### config.mk
export PLATFORM = sky130hd
export DESIGN_NAME = branch_ctrl
export DESIGN_NICKNAME = d
export VERILOG_FILES = /design/src/rtl/brc_pkg.sv /design/src/rtl/branch_cmp.sv /design/src/rtl/branch_ctrl.sv
export SDC_FILE = /design/constraint.sdc
export NUM_CORES = 1
export LEC_CHECK = 0
export ABC_AREA = 1
export BUFFER_PORTS_ARGS = -buffer_cell sky130_fd_sc_hd__buf_2
export CORE_MARGIN = 2
export CORE_UTILIZATION = 58
export CTS_CLUSTER_SIZE = 20
export DETAILED_ROUTE_END_ITERATION = 10
export GPL_TIMING_DRIVEN = 0
export PLACE_DENSITY_LB_ADDON = 0.12
export SETUP_SLACK_MARGIN = 0.2
export SYNTH_ARGS = -nofsm -noshare
export SYNTH_HDL_FRONTEND = slang
export SYNTH_SLANG_ARGS = --single-unit
### constraint.sdc
create_clock -name BRC_CLOCK_50 -period 3 [get_ports BRC_CLOCK_50]
set_input_delay 0.6 -clock BRC_CLOCK_50 [delete_from_list [all_inputs] [get_ports BRC_CLOCK_50]]
set_output_delay 0.6 -clock BRC_CLOCK_50 [all_outputs]
set_load 0.01 [all_outputs]
### src/rtl/brc_pkg.sv
// rtl/brc_pkg.sv - shared encodings for the branch/jump resolution controller
package brc_pkg;

    // Control-transfer op classes presented by decode/issue
    typedef enum logic [1:0] {
        OP_BRANCH = 2'b00,
        OP_JAL    = 2'b01,
        OP_JALR   = 2'b10,
        OP_RSVD   = 2'b11
    } brc_op_e;

    // Conditional branch funct3 encodings
    localparam logic [2:0] F3_BEQ  = 3'b000;
    localparam logic [2:0] F3_BNE  = 3'b001;
    localparam logic [2:0] F3_BLT  = 3'b100;
    localparam logic [2:0] F3_BGE  = 3'b101;
    localparam logic [2:0] F3_BLTU = 3'b110;
    localparam logic [2:0] F3_BGEU = 3'b111;

    // Controller states
    typedef enum logic [1:0] {
        ST_IDLE     = 2'b00,
        ST_EVAL     = 2'b01,
        ST_REDIRECT = 2'b10,
        ST_FLUSH    = 2'b11
    } brc_state_e;

    // Exception causes raised while evaluating an op
    localparam logic [1:0] EXC_NONE     = 2'd0;
    localparam logic [1:0] EXC_ILLEGAL  = 2'd1;
    localparam logic [1:0] EXC_MISALIGN = 2'd2;

    // JAL and JALR both write the link register
    function automatic logic is_jump(input logic [1:0] op);
        return (op == OP_JAL) || (op == OP_JALR);
    endfunction

endpackage

### src/rtl/branch_cmp.sv
// rtl/branch_cmp.sv - combinational branch condition evaluator
module branch_cmp
    import brc_pkg::*;
(
    input  logic [31:0] i_rs1,
    input  logic [31:0] i_rs2,
    input  logic [2:0]  i_funct3,
    output logic        o_cond,
    output logic        o_illegal
);

    logic w_eq;
    logic w_lt;
    logic w_ltu;

    assign w_eq  = (i_rs1 == i_rs2);
    assign w_lt  = ($signed(i_rs1) < $signed(i_rs2));
    assign w_ltu = (i_rs1 < i_rs2);

    // Select the condition named by funct3; 010/011 have no branch meaning
    always_comb begin
        o_cond    = 1'b0;
        o_illegal = 1'b0;
        case (i_funct3)
            F3_BEQ:  o_cond = w_eq;
            F3_BNE:  o_cond = !w_eq;
            F3_BLT:  o_cond = w_lt;
            F3_BGE:  o_cond = !w_lt;
            F3_BLTU: o_cond = w_ltu;
            F3_BGEU: o_cond = !w_ltu;
            default: o_illegal = 1'b1;
        endcase
    end

endmodule

### src/rtl/branch_ctrl.sv
// rtl/branch_ctrl.sv - branch/jump resolution controller (optional BRC_STATIC_PREDICT_EN)
module branch_ctrl
    import brc_pkg::*;
#(
    parameter int unsigned FLUSH_CYCLES = 2
) (
    input  logic        BRC_CLOCK_50,
    input  logic        BRC_RESET_InLow,
    input  logic        BRC_valid_In,
    output logic        BRC_ready_Out,
    input  logic [1:0]  BRC_op_InBUS,
    input  logic [2:0]  BRC_funct3_InBUS,
    input  logic [31:0] BRC_pc_InBUS,
    input  logic [31:0] BRC_imm_InBUS,
    input  logic [31:0] BRC_rs1_data_InBUS,
    input  logic [31:0] BRC_rs2_data_InBUS,
`ifdef BRC_STATIC_PREDICT_EN
    input  logic        BRC_pred_taken_In,
`endif
    input  logic        BRC_fetch_ack_In,
    output logic        BRC_redirect_Out,
    output logic [31:0] BRC_target_OutBUS,
    output logic        BRC_flush_Out,
    output logic        BRC_link_we_Out,
    output logic [31:0] BRC_link_OutBUS,
    output logic        BRC_exc_Out
);

    localparam logic [3:0] FLUSH_LOAD = 4'(FLUSH_CYCLES - 1);

    brc_state_e  r_state;
    brc_state_e  w_next_state;
    logic [1:0]  r_op;
    logic [2:0]  r_funct3;
    logic [31:0] r_pc;
    logic [31:0] r_imm;
    logic [31:0] r_rs1;
    logic [31:0] r_rs2;
    logic [31:0] r_target;
    logic [31:0] r_link;
    logic [3:0]  r_flush_cnt;
`ifdef BRC_STATIC_PREDICT_EN
    logic        r_pred;
`endif

    logic        w_cond;
    logic        w_cmp_illegal;
    logic [31:0] w_sum_pc_imm;
    logic [31:0] w_sum_rs1_imm;
    logic [31:0] w_target_taken;
    logic [31:0] w_target;
    logic        w_illegal;
    logic        w_taken;
    logic        w_misalign;
    logic [1:0]  w_cause;
    logic        w_redirect_needed;
    logic        w_go_redirect;

    branch_cmp u_cmp (
        .i_rs1     (r_rs1),
        .i_rs2     (r_rs2),
        .i_funct3  (r_funct3),
        .o_cond    (w_cond),
        .o_illegal (w_cmp_illegal)
    );

    // Resolve the captured op: condition, target, exception cause and redirect decision
    always_comb begin
        w_sum_pc_imm   = r_pc + r_imm;
        w_sum_rs1_imm  = r_rs1 + r_imm;
        w_target_taken = (r_op == OP_JALR) ? (w_sum_rs1_imm & ~32'd1) : w_sum_pc_imm;
        w_illegal      = (r_op == OP_RSVD) || ((r_op == OP_BRANCH) && w_cmp_illegal);
        w_taken        = !w_illegal && ((r_op == OP_BRANCH) ? w_cond : 1'b1);
        w_misalign     = w_taken && w_target_taken[1];
        if (w_illegal)
            w_cause = EXC_ILLEGAL;
        else if (w_misalign)
            w_cause = EXC_MISALIGN;
        else
            w_cause = EXC_NONE;
`ifdef BRC_STATIC_PREDICT_EN
        // A wrong taken-prediction sends fetch back to the fall-through address
        w_redirect_needed = (w_taken != r_pred);
        w_target          = (r_pred && !w_taken) ? (r_pc + 32'd4) : w_target_taken;
`else
        w_redirect_needed = w_taken;
        w_target          = w_target_taken;
`endif
        w_go_redirect = (w_cause == EXC_NONE) && w_redirect_needed;
    end

    // State register
    always_ff @(posedge BRC_CLOCK_50 or negedge BRC_RESET_InLow) begin
        if (!BRC_RESET_InLow)
            r_state <= ST_IDLE;
        else
            r_state <= w_next_state;
    end

    // Next-state and state-decoded outputs
    always_comb begin
        w_next_state     = r_state;
        BRC_ready_Out    = 1'b0;
        BRC_redirect_Out = 1'b0;
        BRC_flush_Out    = 1'b0;
        BRC_link_we_Out  = 1'b0;
        BRC_exc_Out      = 1'b0;
        case (r_state)
            ST_IDLE: begin
                BRC_ready_Out = 1'b1;
                if (BRC_valid_In)
                    w_next_state = ST_EVAL;
            end
            ST_EVAL: begin
                BRC_link_we_Out = is_jump(r_op);
                BRC_exc_Out     = (w_cause != EXC_NONE);
                w_next_state    = w_go_redirect ? ST_REDIRECT : ST_IDLE;
            end
            ST_REDIRECT: begin
                BRC_redirect_Out = 1'b1;
                BRC_flush_Out    = 1'b1;
                if (BRC_fetch_ack_In)
                    w_next_state = ST_FLUSH;
            end
            ST_FLUSH: begin
                BRC_flush_Out = 1'b1;
                if (r_flush_cnt == 4'd0)
                    w_next_state = ST_IDLE;
            end
            default: w_next_state = ST_IDLE;
        endcase
    end

    // Operand capture, held redirect target and flush counter
    always_ff @(posedge BRC_CLOCK_50 or negedge BRC_RESET_InLow) begin
        if (!BRC_RESET_InLow) begin
            r_op        <= 2'd0;
            r_funct3    <= 3'd0;
            r_pc        <= 32'd0;
            r_imm       <= 32'd0;
            r_rs1       <= 32'd0;
            r_rs2       <= 32'd0;
            r_target    <= 32'd0;
            r_link      <= 32'd0;
            r_flush_cnt <= 4'd0;
`ifdef BRC_STATIC_PREDICT_EN
            r_pred      <= 1'b0;
`endif
        end else begin
            if (r_state == ST_IDLE && BRC_valid_In) begin
                r_op     <= BRC_op_InBUS;
                r_funct3 <= BRC_funct3_InBUS;
                r_pc     <= BRC_pc_InBUS;
                r_imm    <= BRC_imm_InBUS;
                r_rs1    <= BRC_rs1_data_InBUS;
                r_rs2    <= BRC_rs2_data_InBUS;
                r_link   <= BRC_pc_InBUS + 32'd4;
`ifdef BRC_STATIC_PREDICT_EN
                r_pred   <= BRC_pred_taken_In;
`endif
            end
            if (r_state == ST_EVAL && w_go_redirect)
                r_target <= w_target;
            if (r_state == ST_REDIRECT && BRC_fetch_ack_In)
                r_flush_cnt <= FLUSH_LOAD;
            else if (r_state == ST_FLUSH && r_flush_cnt != 4'd0)
                r_flush_cnt <= r_flush_cnt - 4'd1;
        end
    end

    assign BRC_target_OutBUS = r_target;
    assign BRC_link_OutBUS   = r_link;

endmodule

==> flow_summary_export.csv, run 1 <==
group,metric,value,unit
grt,grt_first_pass_wirelength,66100,um
worst_setup_path,arrival,2570,ps
floorplanning,coreArea,0.0219,mm^2
job,max_cap_viol_count,0,
cells_and_area,fillers,1846,
synthesis,postSynthAreaPerCell,7.22,um^2
place,gp_congestion,0.928,
cts,clkSinkCount,201,
detailed_routing,antenna_left,0,
synthesis,yosys_warnings,0,
place,portBuffers,205,
synthesis,synth_async_sr_flop_share,1.00,
grt,grt-ovfl-total,0,
power,powerDensity,1300,mW/mm^2
timing,slew_headroom,0.339,
floorplanning,rows,54,
synthesis,syn_area,0.0129,mm^2
detailed_routing,drtIter0Drc,1197,
status,status,"complete, but fails checks",
cells_and_area,utilization,0.708,
timing,slew_violations,0,
synthesis,synth_nets,2030,
power,p_seq_frac,0.252,
floorplanning,die_area,0.0235,mm^2
cts,root_buffer,"clkbuf_16",
synthesis,ys_types,50,
timing,fin_ws,-166,ps
detailed_routing,wl_per_cell,18.0,um
timing,max_freq,316,MHz
cells_and_area,diodes,0,
synthesis,synth_edf_count,0,
worst_setup_path,crit_fanout,2,
detailed_routing,routed_via_density,5.63,
grt,grt_use_total,0.351,
detailed_routing,drt-total-wl,42200,um
worst_setup_path,critical_path_class,"reg2out",
worst_setup_path,start_kind,"register",
power,power_frac_comb,0.600,
grt,grt_start_max_net_pins,108,
cts,clock_latency,520,ps
power,p_total,20100,uW
place,dp_slack,97.3,ps
synthesis,synthCells,1793,
power,p_int,10000,uW
synthesis,synthFlopType,"dfrtp_1",
cts,htreeDepth,1,
timing,rsz0062_at_grt,"yes",
power,p_leak,0.00823,uW
place,placed_cells,2279,
detailed_routing,drcViolationCount,0,
cells_and_area,final_nets,2283,
timing,setup_viol,1,
floorplanning,dieHeight,153,um
power,p_sw_frac,0.502,
floorplanning,die_x,153,um
grt,grt_antenna_before_repair,0,
power,clkPwrFrac,0.148,
status,violations,"negative setup slack",
timing,hold_viol_final,0,
timing,fin_crit,3170,ps
grt,first_global_vias,12800,
synthesis,synth-seq-cells,201,
floorplanning,initial_core_util,0.591,
cts,clockBufferDepth,3,
timing,clock_skew,13.9,ps
synthesis,yosysSeqAreaShare,0.389,
timing,holdWs,96.8,ps
power,vdd_ir_drop_max,0.694,mV
cts,cts.clk_slew.worst_paths,60,ps
cts,cts_tree,"yes",
cells_and_area,final-instance-count-excl-fill,2341,
detailed_routing,vias,13200,
worst_setup_path,critPathCaptureType,"primary output",
worst_setup_path,cp.required,2400,ps
floorplanning,pin_count,206,
timing,tightest_slew,992,ps
cells_and_area,syn_to_final_growth,19.8,%
power,p_sw,10100,uW
place,hpwl,31700,um
timing,post-route-period-util,1.06,
worst_hold_path,holdCritPathClass,"in2async",
detailed_routing,drt-pass1-iter-count,6,
cells_and_area,layout-drive-gt1-share,0.165,
cts,cts_inserted_buffers,21,
==> synthesized netlist by cell type, drive strengths merged (2+ instances only) <==
cell type | n | area share
a211oi | 3 | 0.0017
a21boi | 3 | 0.0017
a21o | 12 | 0.0070
a21oi | 126 | 0.049
a22oi | 4 | 0.0023
a31o | 2 | 0.0014
a31oi | 7 | 0.0034
and3 | 2 | 0.00097
buf | 19 | 0.0076
clkbuf | 32 | 0.0093
dfrtp | 201 | 0.39
fa | 2 | 0.0031
ha | 98 | 0.095
inv | 152 | 0.044
nand2 | 671 | 0.19
nand3 | 70 | 0.029
nand3b | 7 | 0.0041
nand4 | 21 | 0.012
nor2 | 132 | 0.040
nor3 | 26 | 0.013
nor4 | 3 | 0.0026
o211ai | 12 | 0.0070
o21a | 9 | 0.0052
o21ai | 149 | 0.058
o21bai | 3 | 0.0017
o311ai | 2 | 0.0014
o31ai | 4 | 0.0023
or2 | 2 | 0.00097
xnor2 | 8 | 0.0054
xor2 | 6 | 0.0041
==> cell families after synthesis <==
family | Yosys count | share of synthesized area
DFF | 201 | 0.389
AOI/OAI and AO/OA | 340 | 0.145
xor gates and xnor gates | 14 | 0.00948
adders and majority gates | 100 | 0.0979
buffers and inverters | 203 | 0.0610
and+or+nand+nor | 935 | 0.298
==> final timing paths <==
path	startpoint	to	slack, ps	depth (start not counted)
worst max register to register	r_rs1[30]	BRC_target_OutBUS[17]	30	16
max in group asynchronous	BRC_RESET_InLow	r_rs1[30]	1870	2
worst max-delay path	r_rs1[30]	BRC_exc_Out	-170	12
min in group BRC_CLOCK_50	BRC_rs1_data_InBUS[19]	r_rs1[19]	270	3
worst min-delay path	BRC_RESET_InLow	BRC_link_OutBUS[30]	100	1
worst min register to register	BRC_target_OutBUS[23]	BRC_target_OutBUS[23]	480	2
==> power by group through the flow <==
| stage | registers [uW] | logic (uW) | clock network [uW] |
|---|---|---|---|
| after floorplan | 4860 | 7570 | 0 |
| after global placement | 5080 | 10700 | 0 |
| after detailed placement | 5100 | 10900 | 0 |
| after CTS | 5010 | 11500 | 2980 |
| after global routing | 5160 | 13400 | 3070 |
| final | 5060 | 12100 | 2970 |
==> layout by cell type (no fill, tap or decap), types with 4 or more instances in the layout <==
cell type,n
a31oi_1,7
nor3_1,21
nand2_2,9
buf_1,9
clkinv_4,4
o21ai_1,9
dfrtp_1,199
nand4_1,19
nand2_1,662
a21o_1,12
bufinv_16,5
nand3_1,66
buf_2,207
a22oi_1,4
nor2_2,5
o21ai_0,138
inv_1,143
ha_1,92
clkbuf_1,32
nor2_1,121
xnor2_1,8
buf_4,30
o31ai_1,4
nor2_4,6
xor2_1,6
inv_2,9
ha_4,6
clkbuf_16,21
o211ai_1,12
nand3b_1,7
a21oi_2,5
o21a_1,9
a21oi_1,120
==> final cells by class <==
cell class | instances | area [um^2] | area share
multi-input cells | 1389 | 7300 | 0.471
repair buffers | 230 | 1240 | 0.0802
clock inverters | 15 | 226 | 0.0146
inverters | 152 | 571 | 0.0368
plain buffers | 51 | 221 | 0.0143
well taps | 280 | 350 | 0.0226
flip-flops and latches | 201 | 5030 | 0.325
clock buffers | 23 | 553 | 0.0357
==> critical path, cell delays in order, from the launching register on <==
cell and delay [ps]:
dfrtp_2 420, ha_1 330, nand2_2 90, nor2_4 100, nand2_2 80, nor2_4 180
nand4_1 140, o211ai_1 180, nor2_1 70, nand3_2 90, nand2_2 70, a21oi_2 140
buf_2 150
==> timing repair <==
action,in CTS,in global routing
pin swaps,17,12
gates resized for setup,32,18
cloned,0,0
setup endpoints to repair,31,32
setup buffers,22,2
hold buffers,0,0
==> registers in the layout, indices dropped and copies added, names as in the netlist, named ones only <==
name	cells
r_rs2	32
BRC_link_OutBUS	30
r_pc	32
r_state	1
r_rs1	32
r_funct3	3
BRC_target_OutBUS	32
r_op	2
r_flush_cnt	4
r_imm	32
==> per-stage QoR <==
step / setup TNS, ps / instance area [um^2]
after floorplan: 0 / 12900
after global placement: -388500 / 14300
after detailed placement: 0 / 14400
after CTS: -49.2 / 15400
after global routing: -1310 / 15500
final: -166 / 15500
==> metal layers <==
layer / track usage / wire length [um]
met4: 0.136 / 1890
met1: 0.498 / 18500
met2: 0.551 / 18700
met5: 0 / 0
met3: 0.0473 / 3170
Note: power is estimated with default switching activity, not from simulation.
==> run 2: changes to the inputs <==
--- a/config.mk
+++ b/config.mk
@@ -8,7 +8,7 @@
 export ABC_AREA = 1
 export BUFFER_PORTS_ARGS = -buffer_cell sky130_fd_sc_hd__buf_2
 export CORE_MARGIN = 2
-export CORE_UTILIZATION = 58
+export CORE_UTILIZATION = 60
 export CTS_CLUSTER_SIZE = 20
 export DETAILED_ROUTE_END_ITERATION = 10
 export GPL_TIMING_DRIVEN = 0
==> constraint.sdc (replaced) <==
create_clock -name BRC_CLOCK_50 -period 3.8 [get_ports BRC_CLOCK_50]
set_input_delay 0.76 -clock BRC_CLOCK_50 [delete_from_list [all_inputs] [get_ports BRC_CLOCK_50]]
set_output_delay 0.76 -clock BRC_CLOCK_50 [all_outputs]
set_load 0.01 [all_outputs]
==> run 2 against run 1 <==
The run now ends clean. Die area down 3.2%. First-iteration DRC count down 6.7%. Register-to-register slack better by 790 ps. Power down 24%. Via count up 0.17%. Utilization up 0.86 points. Clock power down 25%. Clock skew up 1.8 ps. Flip-flop and latch count unchanged. Count of clock-buffer cells in the layout up 5. Sequential share of layout area up 0.82 points. Critical path type unchanged.
==> flow_summary_export.csv, run 2 (synthesized netlist as in run 1, its figures left out) <==
group,metric,value,unit
timing,slew_violations,0,
power,vdd_ir_drop_max,0.584,mV
cts,cts_inserted_buffers,22,
timing,holdWs,203,ps
grt,grt_use_total,0.362,
floorplanning,initial_core_util,0.614,
cts,clkSinkCount,201,
timing,clock_skew,15.7,ps
worst_setup_path,timing.rr.start,"r_rs1[31]",
floorplanning,coreArea,0.0211,mm^2
detailed_routing,routed_via_density,5.71,
detailed_routing,drtIter0Drc,1117,
grt,grt_first_pass_wirelength,63500,um
worst_setup_path,start_kind,"register",
timing,tightest_slew,1050,ps
place,gp_congestion,0.967,
detailed_routing,wl_per_cell,18.0,um
floorplanning,die_x,151,um
place,hpwl,32000,um
worst_setup_path,critPathCaptureType,"primary output",
power,clkPwrFrac,0.147,
worst_setup_path,rr_worst_depth,16,
timing,rsz0062_at_grt,"no",
cells_and_area,diodes,0,
worst_setup_path,critical_path_class,"reg2out",
cells_and_area,utilization,0.717,
power,p_sw_frac,0.505,
floorplanning,rows,53,
power,p_sw,7670,uW
timing,post-route-period-util,0.913,
status,status,"completed",
power,p_int,7530,uW
worst_setup_path,r2r_setup_slack,820,ps
cells_and_area,final_nets,2260,
timing,fin_crit,3470,ps
cells_and_area,layout-drive-gt1-share,0.137,
grt,grt_start_max_net_pins,112,
cts,cts.clk_slew.worst_paths,70,ps
worst_setup_path,crit_fanout,4,
floorplanning,dieHeight,151,um
worst_hold_path,holdCritPathClass,"in2async",
cts,htreeDepth,1,
power,p_leak,0.00810,uW
power,power_frac_comb,0.587,
floorplanning,pin_count,206,
cells_and_area,layout.cells.most_common_list,"nand2_1 (671), buf_2 (208), dfrtp_1 (201), inv_1 (149), o21ai_0 (144)",
detailed_routing,antenna_left,0,
worst_setup_path,r2r-end,"BRC_target_OutBUS[19]",
cts,clock_latency,530,ps
job,max_cap_viol_count,0,
timing,hold_viol_final,0,
grt,grt-ovfl-total,0,
timing,max_freq,288,MHz
detailed_routing,vias,13200,
grt,first_global_vias,12300,
detailed_routing,drt-pass1-iter-count,6,
grt,grt_antenna_before_repair,0,
timing,setup_viol,0,
cts,clockBufferDepth,3,
worst_setup_path,cp.required,3040,ps
detailed_routing,drt-total-wl,41700,um
place,portBuffers,205,
timing,slew_headroom,0.303,
power,powerDensity,1010,mW/mm^2
floorplanning,die_area,0.0228,mm^2
cts,ctsHoldBuffers,0,
cells_and_area,syn_to_final_growth,16.8,%
power,p_seq_frac,0.266,
detailed_routing,drcViolationCount,0,
cts,root_buffer,"clkbuf_16",
worst_setup_path,arrival,2710,ps
cts,cts_tree,"yes",
cells_and_area,final_common_cell,"nand2_1",
-- run 2: cell count changes in the layout (fill, tap and decap cells not counted), moves of 6 or more --
cell,delta
buf_4,-24
nand2_1,+9
nand2_2,-9
inv_1,+6
inv_2,-6
o21ai_0,+6
-- run 2: how the worst max path moves through the flow --
stage	startpoint	endpoint	slack [ps]
final	r_rs1[31]	BRC_exc_Out	330
after global placement	BRC_RESET_InLow	r_funct3[2]	-1300
after global routing	r_rs1[30]	BRC_exc_Out	200
after detailed placement	r_rs1[31]	BRC_exc_Out	810
after floorplan	r_rs1[31]	BRC_exc_Out	1260
after CTS	r_rs1[31]	BRC_exc_Out	240
-- run 2: area by class of cell --
cell class	count	area, um^2
multi-input combinational	1389	7140
fill	1745	5980
sequential	201	5030
timing repair buffer	206	1060
clock buffer	28	593
inverter	152	571
tap	275	344
buffer	51	219
clock inverter	12	149
-- run 2: power groups by stage --
stage	registers, uW	logic (uW)	clock network, uW
after floorplan	3840	5970	0
after global placement	4010	8360	0
after detailed placement	4030	8590	0
after CTS	4010	8730	2230
after global routing	4110	9980	2330
final	4040	8930	2230
-- run 2: metrics by stage --
step	worst slack [ps]	total power (uW)	instance area (um^2)	setup TNS (ps)	cells
finish	331	15200	15100	0	2314
global route	200	16400	15100	0	2314
CTS	238	15000	15100	0	2314
detailed placement	813	12600	14300	0	2274
global placement	-1300	12400	14300	-258720	2273
floorplan	1260	9820	12900	0	1793
-- run 2: what timing repair did --
action | in CTS | in global routing
pin swaps | 0 | 0
endpoints found under the setup margin | 1 | 1
resized for setup | 1 | 3
gates cloned | 0 | 0
buffers inserted | 0 | 0
-- run 2: worst max-delay path, stage by stage (launching register included) --
cell and delay [ps]:
dfrtp_1 450, ha_4 330, nand2_1 90, nor2_1 150, nand2_1 100, nor2_2 200, nand2_1 120, nand2_1 90
nand2_1 70, nand2_1 70, nand2_1 60, nand3_2 90, nand2_1 60, a21oi_1 130, buf_2 150
-- run 2: layer usage --
layer | up-vias | track usage | routed length [um]
li1 | 6353 | - | -
met4 | 0 | 0.141 | 1770
met1 | 6177 | 0.503 | 17600
met2 | 584 | 0.574 | 18800
met5 | - | 0 | 0
met3 | 95 | 0.0554 | 3490
